$ cat src/rtl/fp_argmax_pkg.sv
// Shared types and float-format helpers for the sequential argmax/argmin selector.
package fp_argmax_pkg;

  typedef enum logic [1:0] {IDLE, SCAN, DONE} state_e;

  // Widest float word the helpers accept; narrower formats are zero-extended.
  localparam int unsigned MAX_W = 64;
  typedef logic [MAX_W-1:0] word_t;

  function automatic int unsigned word_w(input int unsigned exp_w, input int unsigned man_w);
    return 1 + exp_w + man_w;
  endfunction

  function automatic int unsigned idx_w(input int unsigned n_ch);
    return (n_ch <= 1) ? 1 : $clog2(n_ch);
  endfunction

  function automatic logic is_nan(input word_t v, input int unsigned exp_w,
                                  input int unsigned man_w);
    word_t e_mask = (word_t'(1) << exp_w) - word_t'(1);
    word_t m_mask = (word_t'(1) << man_w) - word_t'(1);
    return (((v >> man_w) & e_mask) == e_mask) && ((v & m_mask) != '0);
  endfunction

  function automatic word_t quiet_nan(input int unsigned exp_w, input int unsigned man_w);
    word_t e_mask = (word_t'(1) << exp_w) - word_t'(1);
    return (e_mask << man_w) | (word_t'(1) << (man_w - 1));
  endfunction

endpackage

$ cat src/rtl/fp_argmax_seq_if.sv
// Start/done request bundle carrying the packed channels and the selected result.
interface fp_argmax_seq_if
  import fp_argmax_pkg::*;
#(
  parameter int unsigned N_CH  = 4,
  parameter int unsigned EXP_W = 8,
  parameter int unsigned MAN_W = 23
);
  localparam int unsigned W     = word_w(EXP_W, MAN_W);
  localparam int unsigned IDX_W = idx_w(N_CH);

  logic              start;
  logic              sel_min;
  logic [N_CH*W-1:0] x_in;
  logic [W-1:0]      max;
  logic [IDX_W-1:0]  max_idx;
  logic              all_nan;
  logic              Done;

  modport master (output start, sel_min, x_in, input max, max_idx, all_nan, Done);
  modport slave  (input start, sel_min, x_in, output max, max_idx, all_nan, Done);
endinterface

$ cat src/rtl/fp_compare.sv
// Combinational float ordering: a_wins when a strictly beats b; NaN never wins.
module fp_compare
  import fp_argmax_pkg::*;
#(
  parameter int unsigned EXP_W = 8,
  parameter int unsigned MAN_W = 23,
  localparam int unsigned W    = word_w(EXP_W, MAN_W)
) (
  input  logic [W-1:0] a,
  input  logic [W-1:0] b,
  input  logic         sel_min,
  output logic         a_wins
);

  // Map sign-magnitude onto an unsigned key; both zeros share the +0 key.
  function automatic logic [W-1:0] order_key(input logic [W-1:0] v);
    logic [W-2:0] mag = v[W-2:0];
    if (mag == '0) return {1'b1, {(W-1){1'b0}}};
    return v[W-1] ? {1'b0, ~mag} : {1'b1, mag};
  endfunction

  logic         a_nan, b_nan;
  logic [W-1:0] a_key, b_key;

  assign a_nan = is_nan(word_t'(a), EXP_W, MAN_W);
  assign b_nan = is_nan(word_t'(b), EXP_W, MAN_W);
  assign a_key = order_key(a);
  assign b_key = order_key(b);

  always_comb begin
    a_wins = 1'b0;
    if (a_nan)        a_wins = 1'b0;
    else if (b_nan)   a_wins = 1'b1;
    else if (sel_min) a_wins = (a_key < b_key);
    else              a_wins = (a_key > b_key);
  end

endmodule

$ cat src/rtl/fp_argmax_seq.sv
// Sequential max/min selector: captures N_CH floats on start, scans one channel per cycle.
module fp_argmax_seq
  import fp_argmax_pkg::*;
#(
  parameter int unsigned N_CH  = 4,
  parameter int unsigned EXP_W = 8,
  parameter int unsigned MAN_W = 23
) (
  input logic            clk,
  input logic            rst,
  fp_argmax_seq_if.slave bus
);

  localparam int unsigned      W         = word_w(EXP_W, MAN_W);
  localparam int unsigned      IDX_W     = idx_w(N_CH);
  localparam logic [IDX_W-1:0] LAST_IDX  = IDX_W'(N_CH - 1);
  localparam word_t            QNAN_FULL = quiet_nan(EXP_W, MAN_W);
  localparam logic [W-1:0]     QNAN      = QNAN_FULL[W-1:0];

  state_e           state_q, state_d;
  logic [IDX_W-1:0] cnt_q, cnt_d;
  logic [W-1:0]     ch_q [N_CH];
  logic [W-1:0]     ch_d [N_CH];
  logic             sel_min_q, sel_min_d;
  logic [W-1:0]     best_q, best_d;
  logic [IDX_W-1:0] idx_q, idx_d;
  logic [W-1:0]     max_q, max_d;
  logic [IDX_W-1:0] max_idx_q, max_idx_d;
  logic             all_nan_q, all_nan_d;
  logic             done_q, done_d;

  logic [W-1:0]     cur_ch;
  logic             cur_wins;
  logic [W-1:0]     win_val;
  logic [IDX_W-1:0] win_idx;
  logic             finalize;

  assign cur_ch = ch_q[cnt_q];

  fp_compare #(.EXP_W(EXP_W), .MAN_W(MAN_W)) u_cmp (
    .a       (cur_ch),
    .b       (best_q),
    .sel_min (sel_min_q),
    .a_wins  (cur_wins)
  );

  always_comb begin
    // NOTE: every variable gets a default up front so no path can infer a latch.
    state_d   = state_q;
    cnt_d     = cnt_q;
    ch_d      = ch_q;
    sel_min_d = sel_min_q;
    best_d    = best_q;
    idx_d     = idx_q;
    max_d     = max_q;
    max_idx_d = max_idx_q;
    all_nan_d = all_nan_q;
    done_d    = done_q;
    win_val   = best_q;
    win_idx   = idx_q;
    finalize  = 1'b0;

    unique case (state_q)
      IDLE: begin
        if (bus.start) begin
          for (int i = 0; i < N_CH; i++) ch_d[i] = bus.x_in[i*W +: W];
          sel_min_d = bus.sel_min;
          best_d    = bus.x_in[W-1:0];
          idx_d     = '0;
          done_d    = 1'b0;
          if (N_CH == 1) begin
            win_val  = bus.x_in[W-1:0];
            win_idx  = '0;
            finalize = 1'b1;
            cnt_d    = '0;
            state_d  = DONE;
          end else begin
            cnt_d   = IDX_W'(1);
            state_d = SCAN;
          end
        end
      end
      SCAN: begin
        if (cur_wins) begin
          best_d = cur_ch;
          idx_d  = cnt_q;
        end
        if (cnt_q == LAST_IDX) begin
          win_val  = best_d;
          win_idx  = idx_d;
          finalize = 1'b1;
          state_d  = DONE;
        end else begin
          cnt_d = cnt_q + 1'b1;
        end
      end
      DONE: begin
        // Level-held start must drop before another capture is allowed.
        if (!bus.start) begin
          state_d = IDLE;
          done_d  = 1'b0;
        end
      end
      default: state_d = IDLE;
    endcase

    // A surviving NaN best means no channel was an ordinary number.
    if (finalize) begin
      done_d = 1'b1;
      if (is_nan(word_t'(win_val), EXP_W, MAN_W)) begin
        max_d     = QNAN;
        max_idx_d = '0;
        all_nan_d = 1'b1;
      end else begin
        max_d     = win_val;
        max_idx_d = win_idx;
        all_nan_d = 1'b0;
      end
    end
  end

  always_ff @(posedge clk or negedge rst) begin
    if (!rst) begin
      state_q   <= IDLE;
      cnt_q     <= '0;
      // NOTE: the capture array is cleared on reset too, so an aborted scan leaves no stale data.
      ch_q      <= '{default: '0};
      sel_min_q <= 1'b0;
      best_q    <= '0;
      idx_q     <= '0;
      max_q     <= '0;
      max_idx_q <= '0;
      all_nan_q <= 1'b0;
      done_q    <= 1'b0;
    end else begin
      // NOTE: non-blocking updates keep every flop sampling pre-edge values.
      state_q   <= state_d;
      cnt_q     <= cnt_d;
      ch_q      <= ch_d;
      sel_min_q <= sel_min_d;
      best_q    <= best_d;
      idx_q     <= idx_d;
      max_q     <= max_d;
      max_idx_q <= max_idx_d;
      all_nan_q <= all_nan_d;
      done_q    <= done_d;
    end
  end

  assign bus.max     = max_q;
  assign bus.max_idx = max_idx_q;
  assign bus.all_nan = all_nan_q;
  assign bus.Done    = done_q;

endmodule

$ cat src/flat_wrapper.sv
// flat-port wrapper written by rule: the top's interface ports become plain ports
module fp_argmax_seq_flat import fp_argmax_pkg::*;
#(
  parameter int unsigned N_CH  = 4,
  parameter int unsigned EXP_W = 8,
  parameter int unsigned MAN_W = 23
)
  (clk, rst, bus_start, bus_sel_min, bus_x_in, bus_max, bus_max_idx, bus_all_nan, bus_Done);
  fp_argmax_seq_if #(.N_CH(N_CH), .EXP_W(EXP_W), .MAN_W(MAN_W)) bus_i ();
  input logic clk;
  input logic rst;
  input wire logic [$bits(bus_i.start)-1:0] bus_start;
  input wire logic [$bits(bus_i.sel_min)-1:0] bus_sel_min;
  input wire logic [$bits(bus_i.x_in)-1:0] bus_x_in;
  output wire logic [$bits(bus_i.max)-1:0] bus_max;
  output wire logic [$bits(bus_i.max_idx)-1:0] bus_max_idx;
  output wire logic [$bits(bus_i.all_nan)-1:0] bus_all_nan;
  output wire logic [$bits(bus_i.Done)-1:0] bus_Done;
  assign bus_i.start = bus_start;
  assign bus_i.sel_min = bus_sel_min;
  assign bus_i.x_in = bus_x_in;
  assign bus_max = bus_i.max;
  assign bus_max_idx = bus_i.max_idx;
  assign bus_all_nan = bus_i.all_nan;
  assign bus_Done = bus_i.Done;
  fp_argmax_seq #(.N_CH(N_CH), .EXP_W(EXP_W), .MAN_W(MAN_W)) u_core (.clk(clk), .rst(rst), .bus(bus_i));
endmodule
$ cat config.mk
export PLATFORM = sky130hd
export DESIGN_NAME = fp_argmax_seq_flat
export DESIGN_NICKNAME = d
export VERILOG_FILES = /design/src/rtl/fp_argmax_pkg.sv /design/src/rtl/fp_argmax_seq_if.sv /design/src/rtl/fp_compare.sv /design/src/rtl/fp_argmax_seq.sv /design/src/flat_wrapper.sv
export SDC_FILE = /design/constraint.sdc
export NUM_CORES = 1
export LEC_CHECK = 0
export BUFFER_PORTS_ARGS = -buffer_cell sky130_fd_sc_hd__buf_2
export CAP_MARGIN = 40
export CORE_MARGIN = 4
export CORE_UTILIZATION = 50
export CTS_CLUSTER_SIZE = 16
export DETAILED_ROUTE_END_ITERATION = 8
export PLACE_DENSITY = 0.74
export SYNTH_ARGS = -nofsm -noshare
export SYNTH_HDL_FRONTEND = slang
export SYNTH_SLANG_ARGS = --single-unit
$ cat constraint.sdc
create_clock -name clk -period 5.45 [get_ports clk]
set_input_delay 0.545 -clock clk [delete_from_list [all_inputs] [get_ports clk]]
set_output_delay 0.545 -clock clk [all_outputs]
set_load 0.1 [all_outputs]
## After elaboration in Yosys (flattened, before gate mapping)

Cells that the tools add are included.

- Output and inout port bits: 36
- Bits of input ports: 132
- Register bits: 203

- Mux-type cells: 39
- Magnitude comparators: 3
- Reductions and logical operators: 16
- Bitwise operators: 3
- Add/sub/neg operators: 1
- Equal/unequal tests: 12

Operators by type and width:

| operator | number |
|---|---|
| 2-to-1 mux 32 bit | 13 |
| nonzero test 64 bit | 3 |
| binary-select mux 32 bit (select 2 bit) | 1 |
| case mux 32 bit (2 select lines) | 1 |
| logical NOT 31 bit | 2 |
| NOT 31 bit | 2 |
| > comparator 32 bit | 1 |
| less-than comparator 32 bit | 1 |
| equality test 8 bit, second input constant | 3 |
| 2-to-1 mux 2 bit | 9 |
| 2-to-1 mux 1 bit | 11 |
| AND reduction 3 bit | 3 |
| case mux 2 bit (2 select lines) | 2 |
| inequality test 2 bit, second input constant | 3 |
| inequality test 3 x 2 -> 1 bit, second input constant | 2 |
| case mux 2 bit (3 select lines) | 1 |
| equality test 2 bit, second input constant | 2 |
| AND reduction 2 bit | 2 |
| greater-or-equal comparator 3 bit, second input constant | 1 |
| logical AND 1 bit | 3 |
| NOT 2 -> 3 bit | 1 |
| nonzero test 3 bit | 1 |
| adder 2 x 1 -> 2 bit, second input constant | 1 |
| equality test 2 x 1 -> 1 bit, second input constant | 1 |
| other kinds (4) | 4 |

## Depth between registers and ports, before layout

Gate-level depths: netlist (run 1).

- Depth in word-level cells: 17
- Mapped depth: 19
- Gate-level depth less buffers: 15

## Modules after synthesis

From an unflattened synthesis (run 1), not the netlist that was laid out.

- Cell total of the unflattened synthesis: 1253
- Area, all modules: 11090.6 sq um

By module, submodules not included:

| module | sequential area each (sq um) | cells each | times used | area an instance (sq um) |
|---|---|---|---|---|
| fp_argmax_seq | 5079.9 | 998 | 1 | 9349.0 |
| fp_compare | 0.0 | 255 | 1 | 1741.7 |

## Worst setup path after synthesis (run 1)

Ideal clock, no wire load.

- Path type: register to register
- Start: register u_core.cnt_q[1]
- End: register u_core.max_q[10] (netlist: u_core.bus.max[10])
- Data arrival time: 5526 ps
- Library setup time: 161 ps
- Stages on the path, launching flop included: 20
- Setup slack: -237 ps
- Path through: dfrtp_1 > buf_2 > buf_1 > mux4_2 > nor4_1 > nand2_1 > or3_1 > nor3_1 > clkbuf_1 > nor2_1 > ha_1 > nand4_1 > nor4_1 > a21boi_0 > o31ai_1 > a221oi_1 > o211ai_2 > a221oi_2 > buf_2 > a2111oi_2

- Cells in the longest elaborated chain, start to end: 17
- Elaborated cells between the ends (all ways): 27

RTL lines:

| item | line | source |
|---|---|---|
| from (decl) | fp_argmax_seq.sv:21 | `logic [IDX_W-1:0] cnt_q, cnt_d;` |
| from (signal assigned) | fp_argmax_seq.sv:138 | `cnt_q <= cnt_d;` |
| NOT 2 -> 3 bit (implied by the code) | fp_argmax_seq.sv:38 | `assign cur_ch = ch_q[cnt_q];` |
| binary-select mux 32 bit (select 2 bit) | fp_argmax_seq.sv:38 |  |
| 2-to-1 mux 32 bit (implied by the code) (2 in series) | fp_argmax_seq.sv:38 |  |
| logical NOT 31 bit / NOT 31 bit (equally long branches) | fp_compare.sv:18, fp_compare.sv:19 |  |
| 2-to-1 mux 1 bit / 2-to-1 mux 32 bit (equally long branches) | fp_compare.sv:18, fp_compare.sv:19 |  |
| 2-to-1 mux 32 bit | fp_compare.sv:19 | `return v[W-1] ? {1'b0, ~mag} : {1'b1, mag};` |
| > comparator 32 bit / less-than comparator 32 bit (equally long branches) | fp_compare.sv:35, fp_compare.sv:34 |  |
| 2-to-1 mux 1 bit | fp_compare.sv:34 | `else if (sel_min) a_wins = (a_key < b_key);` |
| 2-to-1 mux 1 bit | fp_compare.sv:33 | `else if (b_nan) a_wins = 1'b1;` |
| 2-to-1 mux 1 bit | fp_compare.sv:32 | `if (a_nan) a_wins = 1'b0;` |
| 2-to-1 mux 32 bit | fp_argmax_seq.sv:84 | `if (cur_wins) begin` |
| 2-to-1 mux 32 bit | fp_argmax_seq.sv:88 | `if (cnt_q == LAST_IDX) begin` |
| 2-to-1 mux 32 bit | fp_argmax_seq.sv:63 | `unique case (state_q)` |
| nonzero test 64 bit / equality test 8 bit (equally long branches) | fp_argmax_pkg.sv:22 | `return (((v >> man_w) & e_mask) == e_mask) && ((v & m_mask) != '0);` |
| logical AND 1 bit | fp_argmax_pkg.sv:22 |  |
| 2-to-1 mux 32 bit | fp_argmax_seq.sv:110 | `if (is_nan(word_t'(win_val), EXP_W, MAN_W)) begin` |
| to (signal assigned) | fp_argmax_seq.sv:143 | `max_q <= max_d;` |
| to (decl) | fp_argmax_seq.sv:27 | `logic [W-1:0] max_q, max_d;` |

Several ways; a longest one is shown, not always the timed one. The select of a mux whose other input is x is not followed.
A chain may end at the register's enable or synchronous reset.

## Worst setup path in the final report (run 1)

- Start: register u_core.cnt_q[0]
- End: register u_core.max_q[31] (netlist: u_core.bus.max[31])

The elaborated chain is that of the path after synthesis.

==> results of run 1 <==
## what timing repair did
action                     in CTS  in global routing
buffers inserted                0                  2
gates resized for setup         0                 13
setup endpoints to repair       0                 48
## logic make-up (layout without fill, tap and decap cells)
group | Yosys count | after routing | synth area share [%]
multiplexers | 65 | 65 | 9.65
adder cells (fa/ha/maj) | 33 | 33 | 3.79
AO/OA/AOI/OAI | 154 | 154 | 12.3
XOR/XNOR | 62 | 62 | 4.99
buffers and inverters | 76 | 271 | 3.11
AND/OR/NAND/NOR | 505 | 505 | 19.5
flip-flops | 203 | 203 | 46.6
## cell usage in the layout (no fill, tap or decap), drive strengths merged, types with 5 or more instances in the layout
cell type    n
nand2      349
dfrtp      203
inv          5
a21o        35
and2        33
nand4       11
nor4        15
ha          33
a2111oi     22
buf        224
clkinv      12
xnor2       30
nor2        71
xor2        32
mux4        32
o21ai       20
clkbuf      28
mux2i       33
nor3         6
a21oi       19
a221o       32
nand3        7
## how the worst max path moves through the flow
stage                     from               endpoint  slack, ps  cells after the start
2_1_floorplan  u_core.cnt_q[1]     u_core.bus.max[10]         40                     19
3_3_place_gp   u_core.cnt_q[0]       u_core.best_q[9]        160                     16
3_5_place_dp   u_core.cnt_q[0]  u_core.bus.max_idx[1]         80                     18
4_1_cts        u_core.cnt_q[0]  u_core.bus.max_idx[1]         60                     18
5_1_grt        u_core.cnt_q[0]     u_core.bus.max[31]        -50                     19
6_report       u_core.cnt_q[0]     u_core.bus.max[31]        140                     19
## state kept, by name, indices dropped and copies added (netlist names)
register	count
u_core.cnt_q	2
u_core.idx_q	2
u_core.bus.max_idx	2
u_core.bus.Done	1
u_core.best_q	32
u_core.sel_min_q	1
u_core.state_q	2
u_core.ch_q	128
u_core.bus.all_nan	1
u_core.bus.max	32
## critical path, cell delays in order (launching register included)
cell and delay [ps]:
dfrtp_2 410, buf_12 170, mux4_2 530, or3_1 410, or3_1 420, nor3_4 230
buf_6 180, nor2_1 60, ha_1 310, nand4_1 180, nor4_2 370, a21boi_2 250
o31ai_1 110, a221oi_2 400, buf_4 220, o211ai_2 160, a221oi_4 350, buf_12 160
clkbuf_16 170, a2111oi_2 50
## routing by layer
| metal | track usage, % | vias up | wire length [microns] |
|---|---|---|---|
| met2 | 35.6 | 382 | 13300 |
| met3 | 4.19 | 54 | 2440 |
| met1 | 36.7 | 4392 | 13400 |
| met5 | 0 | - | 0 |
| li1 | - | 4177 | - |
| met4 | 7.25 | 0 | 845 |
## layout make-up
cell class	instances	share of cell area, %
repair buffers	227	10.9
clock buffers	25	4.51
inverters	5	0.143
flip-flops and latches	203	38.7
multi-input cells	819	42.3
well taps	275	2.62
clock inverters	14	0.885
## per-stage QoR
step           hold WS [ps]  setup WS (ps)  area (sq um)  utilization (%)  setup TNS (ps)
5_1_grt                 175          -52.6         13100             61.9            -548
6_report                106            142         13100             61.9               0
4_1_cts                 143           59.7         13000             61.3               0
3_3_place_gp            455            161         12300             57.8               0
2_1_floorplan           249           43.8         10900                -               0
3_5_place_dp            460           81.9         12300             58.0               0
==> flow_summary.ini, run 1 <==
[sta]
tightest_slew_ps = 923
hold_viol = 0
min_period_ps = 5310
maxSlewViolCount = 0
max_freq_mhz = 188
finalCritPeriodShare_pct = 97.4
skew_ps = 9.64
relSlewSlack_pct = 38.5
finalSetupViolCount = 0

[cts]
cts_root_buf = clkbuf_16
ctsHtreeMaxLevel = 1
cts_tree = built
clkLatencyLatePin_ps = 500
clk_pin_slew_ps = 60
cts-hold-fix-buffers = 0
cts_max_path_buffers = 3
cts_inserted_buffers = 22
cts.sinks = 203

[route]
ant_nets = 0
vias_per_cell = 5.74
wl_per_cell_microns = 19.1
routed_wirelength_mm = 30.0
dr.pass1.iters = 5
drc = 0
route.vias.total = 9005
drt_iter0_drc = 839

[placed_design]
dp.cells = 1524
dp_hpwl_mm = 21.4
finalWeightedCongestion = 0.892
io_buffers = 167

[synth]
netlist_instances = 1098
postSynthAreaPerCell_sq_um = 9.92
synth_async_sr_flop_share_pct = 100
yosysMostFrequentCell = nand2_1
synth.top_cell.area_share_pct = 46.6
yosysTopAreaCell = dfrtp_1
synth_area_sq_um = 10900
syn_nets = 1263
synth_warnings = 0
synth-main-ff-cell = dfrtp_1
yosysSeqAreaShare_pct = 46.6
ys_ff_latch = 203
ys_top_cells_by_count = nand2_1 (349), dfrtp_1 (203), nor2_1 (70), clkbuf_1 (52), a21o_1 (35)
synth.area.top_cells = dfrtp_1 (47%), nand2_1 (12%), mux4_2 (6.6%)
ys_types = 55
synth-edff-count = 0

[flow_run]
maxCapViolCount = 0

[layout]
final_cells = 1568
seq_area_sq_um = 5080
multi_input_area_sq_um = 5560
antenna_cells = 0
n_fill_cell = 1780
syn2layout_area_growth_pct = 20.7
nets = 1443
drive_gt1_share_pct = 25.9

[worst_setup_path]
path_max_fanout = 13
crit_path_end_kind = flip-flop
arrival_ps = 5650
path_class = flip-flop to flip-flop
r2r-start = u_core.cnt_q[0]
reg2reg_slack_ps = 140
rr_worst_depth = 19
reg2reg_to = u_core.bus.max[31]
start_kind = flip-flop
required_ps = 5790

[grt]
grt_pass1_vias = 8723
antenna_found_initial = 0
grt_max_degree = 96
overflow = 0
grt_pass1_wl_mm = 46.9
track_usage_pct = 24.1

[status]
outcome = finished clean

[floorplan]
dieHeight_microns = 156
start_util_pct = 51.3
die-area_sq_um = 24200
die_w_microns = 156
ios = 168
fp-row-count = 53
core_area_sq_um = 21200

[min_path]
hold_class = input pin to asynchronous set/reset pin
Power of run 1 is left out: the tool's default activity adds up to more than one toggle a clock period on the data nets, which glitch-free logic cannot reach.
==> run 2: changes to the inputs <==
BUFFER_PORTS_ARGS = default   (was -buffer_cell sky130_fd_sc_hd__buf_2)
DONT_BUFFER_PORTS = 1   (was default)
GPL_TIMING_DRIVEN = 0   (was default)
PLACE_DENSITY = default   (was 0.74)
clock period = 5.85 ns   (was 5.45 ns; I/O delays follow)
==> flow_summary.ini, run 2 (synthesis results as in run 1) <==
[status]
outcome = finished clean

[cts]
cts.sinks = 203
ctsHtreeMaxLevel = 1
cts_inserted_buffers = 23
cts_max_path_buffers = 3
clkLatencyLatePin_ps = 530
clk_pin_slew_ps = 60
cts_root_buf = clkbuf_16
cts_tree = built

[grt]
grt_pass1_wl_mm = 48.9
grt_max_degree = 204
antenna_found_initial = 2
overflow = 0
grt_pass1_vias = 8457
track_usage_pct = 25.8

[sta]
finalSetupViolCount = 0
rsz0062_at_grt = no
finalCritPeriodShare_pct = 95.9
tns_ps = 0
hold_viol = 0
max_freq_mhz = 178
relSlewSlack_pct = 24.6
skew_ps = 12.6
maxSlewViolCount = 0
tightest_slew_ps = 1130
fin_hold_ws_ps = 58.1
min_period_ps = 5610

[worst_setup_path]
arrival_ps = 5960
crit_path_end_kind = flip-flop
path_class = flip-flop to flip-flop
required_ps = 6200
rr_worst_depth = 20
reg2reg_slack_ps = 240
r2r-start = u_core.cnt_q[0]
start_kind = flip-flop
path_max_fanout = 10
reg2reg_to = u_core.bus.max[13]

[layout]
syn2layout_area_growth_pct = 16.9
top_register = u_core.ch_q
nets = 1319
final_cell_mix = nand2_1 (349), dfrtp_1 (203), nor2_1 (70)
final_common_cell = nand2_1
largest_register_ffs = 128
drive_gt1_share_pct = 13.0
n_fill_cell = 1853

[placed_design]
io_buffers = 0
finalWeightedCongestion = 0.911
dp_hpwl_mm = 23.6

[flow_run]
maxCapViolCount = 0

[route]
ant_nets = 0
drc = 0
vias_per_cell = 5.81
dr.pass1.iters = 5
route.vias.total = 8374
drt_iter0_drc = 648
wl_per_cell_microns = 21.8
routed_wirelength_mm = 31.5

[min_path]
hold_class = input pin to asynchronous set/reset pin

[floorplan]
die-area_sq_um = 24200
ios = 168
die_w_microns = 156
dieHeight_microns = 156
fp-row-count = 53
core_area_sq_um = 21200
start_util_pct = 51.3
[run 2: cell type report]
type	instances	area, sq um	share of cell area [%]
timing repair buffer	31	633	4.97
inverter	5	18.8	0.147
multi-input combinational	819	5570	43.8
antenna	1	2.50	0.0197
clock inverter	5	65.1	0.511
sequential	203	5080	39.9
clock buffer	32	639	5.02
buffer	71	379	2.98
tap	275	344	2.70
[run 2: metal layers]
layer	wire (microns)	part of all wire, %	track usage (%)
met1	14200	45	37.5
met2	14400	46	39.9
met4	645	2.0	5.54
met5	0	0	0
met3	2210	7.0	6.10
[run 2: worst max path at each step]
| stage | startpoint | end | slack (ps) |
|---|---|---|---|
| CTS | u_core.cnt_q[0] | u_core.bus.max[7] | 40 |
| global placement | u_core.cnt_q[1] | u_core.bus.max[12] | -1650 |
| global route | u_core.cnt_q[0] | u_core.bus.max[9] | 20 |
| floorplan | u_core.cnt_q[1] | u_core.bus.max[10] | 160 |
| finish | u_core.cnt_q[0] | u_core.bus.max[13] | 240 |
| detailed placement | u_core.cnt_q[1] | u_core.bus.max[8] | -1180 |
[run 2: repair_timing]
item | in CTS | in global routing
endpoints found under the setup margin | 69 | 68
endpoints found under the hold margin | 203 | 0
hold buffers | 1 | 0
setup buffers | 3 | 7
pin swaps | 2 | 7
gates resized for setup | 22 | 24
[run 2: through the flow]
step | worst slack (ps) | instances | utilization, % | cell area [sq um]
final | 242 | 1442 | 60.0 | 12700
after global routing | 19.8 | 1441 | 60.0 | 12700
after CTS | 42.7 | 1432 | 59.1 | 12500
after detailed placement | -1180 | 1391 | 55.2 | 11700
after global placement | -1650 | 1373 | 52.9 | 11200
after floorplan | 163 | 1098 | - | 10900
[run 2: worst max-delay path, stage by stage, from the launching register on]
cell	delay [ps]
dfrtp_1	380
buf_6	200
buf_8	190
mux4_2	580
nor4_2	270
nand2_1	160
or3_1	380
nor3_4	300
buf_6	200
nor2_1	60
ha_1	310
a21oi_1	150
o21ai_0	110
a221o_1	380
o31a_1	400
o31ai_4	410
nor2_4	160
a221oi_4	350
buf_4	190
buf_6	170
a2111oi_2	70
Power of run 2 is left out for the same reason.
==> run 3: changes to the inputs <==
PLACE_DENSITY_LB_ADDON = 0.3   (was default)
==> flow_summary.ini, run 3 (synthesis results as in run 1) <==
[status]
outcome = finished clean

[sta]
layout_setup_ws_ps = 208
relSlewSlack_pct = 33.7
tightest_slew_ps = 995
min_period_ps = 5640
tns_ps = 0
fin_hold_ws_ps = 114
max_freq_mhz = 177
maxSlewViolCount = 0
finalCritPeriodShare_pct = 96.4
skew_ps = 9.26
hold_viol = 0
finalSetupViolCount = 0

[route]
vias_per_cell = 5.77
dr.pass1.iters = 5
drt_iter0_drc = 682
drc = 0
wl_per_cell_microns = 21.5
routed_wirelength_mm = 31.5
ant_nets = 0
route.vias.total = 8431

[floorplan]
start_util_pct = 51.3
die-area_sq_um = 24200
ios = 168
core_area_sq_um = 21200
die_w_microns = 156
dieHeight_microns = 156
fp-row-count = 53

[layout]
final_cell_mix = nand2_1 (349), dfrtp_1 (203), nor2_1 (70)
largest_register_ffs = 128
syn2layout_area_growth_pct = 20.9
drive_gt1_share_pct = 13.9
final_common_cell = nand2_1
nets = 1329
top_register = u_core.ch_q
final_util_pct = 62.0

[cts]
clk_pin_slew_ps = 60
ctsHtreeMaxLevel = 1
cts_tree = built
clkLatencyLatePin_ps = 520
cts_inserted_buffers = 22
cts.sinks = 203
cts_root_buf = clkbuf_16
cts_max_path_buffers = 3

[worst_setup_path]
crit_end = u_core.bus.max[17]
required_ps = 6220
start_kind = flip-flop
startpoint = u_core.cnt_q[0]
slowest_delay_ps = 590
r2r-start = u_core.cnt_q[0]
reg2reg_slack_ps = 210
path_max_fanout = 10
reg2reg_to = u_core.bus.max[17]
arrival_ps = 6020
path_cells = buf_6 -> buf_8 -> mux4_2 -> nor4_2 -> nand2_1 -> or3_1 -> nor3_4 -> buf_4 -> clkbuf_4 -> nor2_1 -> ha_1 -> a21oi_1 -> o21ai_0 -> a221o_1 -> o31ai_1 -> a221oi_2 -> buf_4 -> nor2_4 -> a221oi_4 -> buf_12 -> buf_6 -> a2111oi_2
path_class = flip-flop to flip-flop
crit_path_end_kind = flip-flop
critPathSlowestCell = mux4_2
rr_worst_depth = 22

[grt]
antenna_found_initial = 6
grt_max_degree = 204
track_usage_pct = 26.0
overflow = 0
grt_pass1_wl_mm = 49.3
grt_pass1_vias = 8628

[min_path]
hold_class = input pin to asynchronous set/reset pin

[placed_design]
dp_hpwl_mm = 23.7
pre_cts_ws_ps = -1230
io_buffers = 0
finalWeightedCongestion = 0.918

[flow_run]
maxCapViolCount = 0
[run 3: cell types whose count changed in the layout (fill, tap and decap cells not counted), moves of 2 or more]
cell	delta
buf_16	+11
buf_4	-2
bufinv_16	+3
clkbuf_1	-2
clkbuf_8	+2
diode_2	+4
[run 3: repair_timing]
item | 4_1_cts | 5_1_grt
endpoints found under the setup margin | 69 | 68
gates cloned | 0 | 2
hold buffers | 1 | 0
resized for setup | 24 | 25
endpoints found under the hold margin | 203 | 0
buffers inserted | 2 | 6
pin swaps | 4 | 8
[run 3: cell type report]
cell class	instances	area, sq um
well taps	275	344
fillers	1748	8060
flip-flops and latches	203	5080
plain buffers	71	384
clock inverters	10	184
repair buffers	42	952
clock buffers	30	621
diodes	5	12.5
multi-input cells	819	5570
inverters	5	18.8
[run 3: stage by stage]
step,std cells,area [sq um]
floorplan,1098,10900
finish,1460,13200
global route,1459,13200
detailed placement,1399,11900
CTS,1442,12900
global placement,1373,11200
[run 3: worst max-delay path: cells and delay by family, from the launching register on]
family,cells,cell delay [ps]
flip-flops,1,390
multiplexers,1,590
AO/OA/AOI/OAI,7,1630
adder cells (fa/ha/maj),1,310
AND/OR/NAND/NOR,6,1330
buffers and inverters,7,1220
[run 3: how the worst min path moves through the flow]
| stage | start | to | slack [ps] | cells past startpoint |
|---|---|---|---|---|
| final | rst | u_core.ch_q[87] | 110 | 1 |
| after CTS | bus_x_in[94] | u_core.ch_q[62] | 150 | 2 |
| after detailed placement | rst | u_core.ch_q[59] | 300 | 0 |
| after global routing | bus_x_in[104] | u_core.ch_q[8] | 150 | 2 |
| after global placement | rst | u_core.ch_q[59] | 300 | 0 |
| after floorplan | rst | u_core.best_q[0] | 290 | 0 |
[run 3: routing by layer]
layer  share of wire [%]  GRT usage [%]  routed length [microns]  up-vias
li1                    -              -                        -     3961
met1                  43           36.8                    13700     4136
met2                  47           40.3                    14700      284
met3                 7.1           6.38                     2240       48
met4                 2.6           7.21                      827        2
met5               0.025              0                        8        -
Power of run 3 is left out for the same reason.
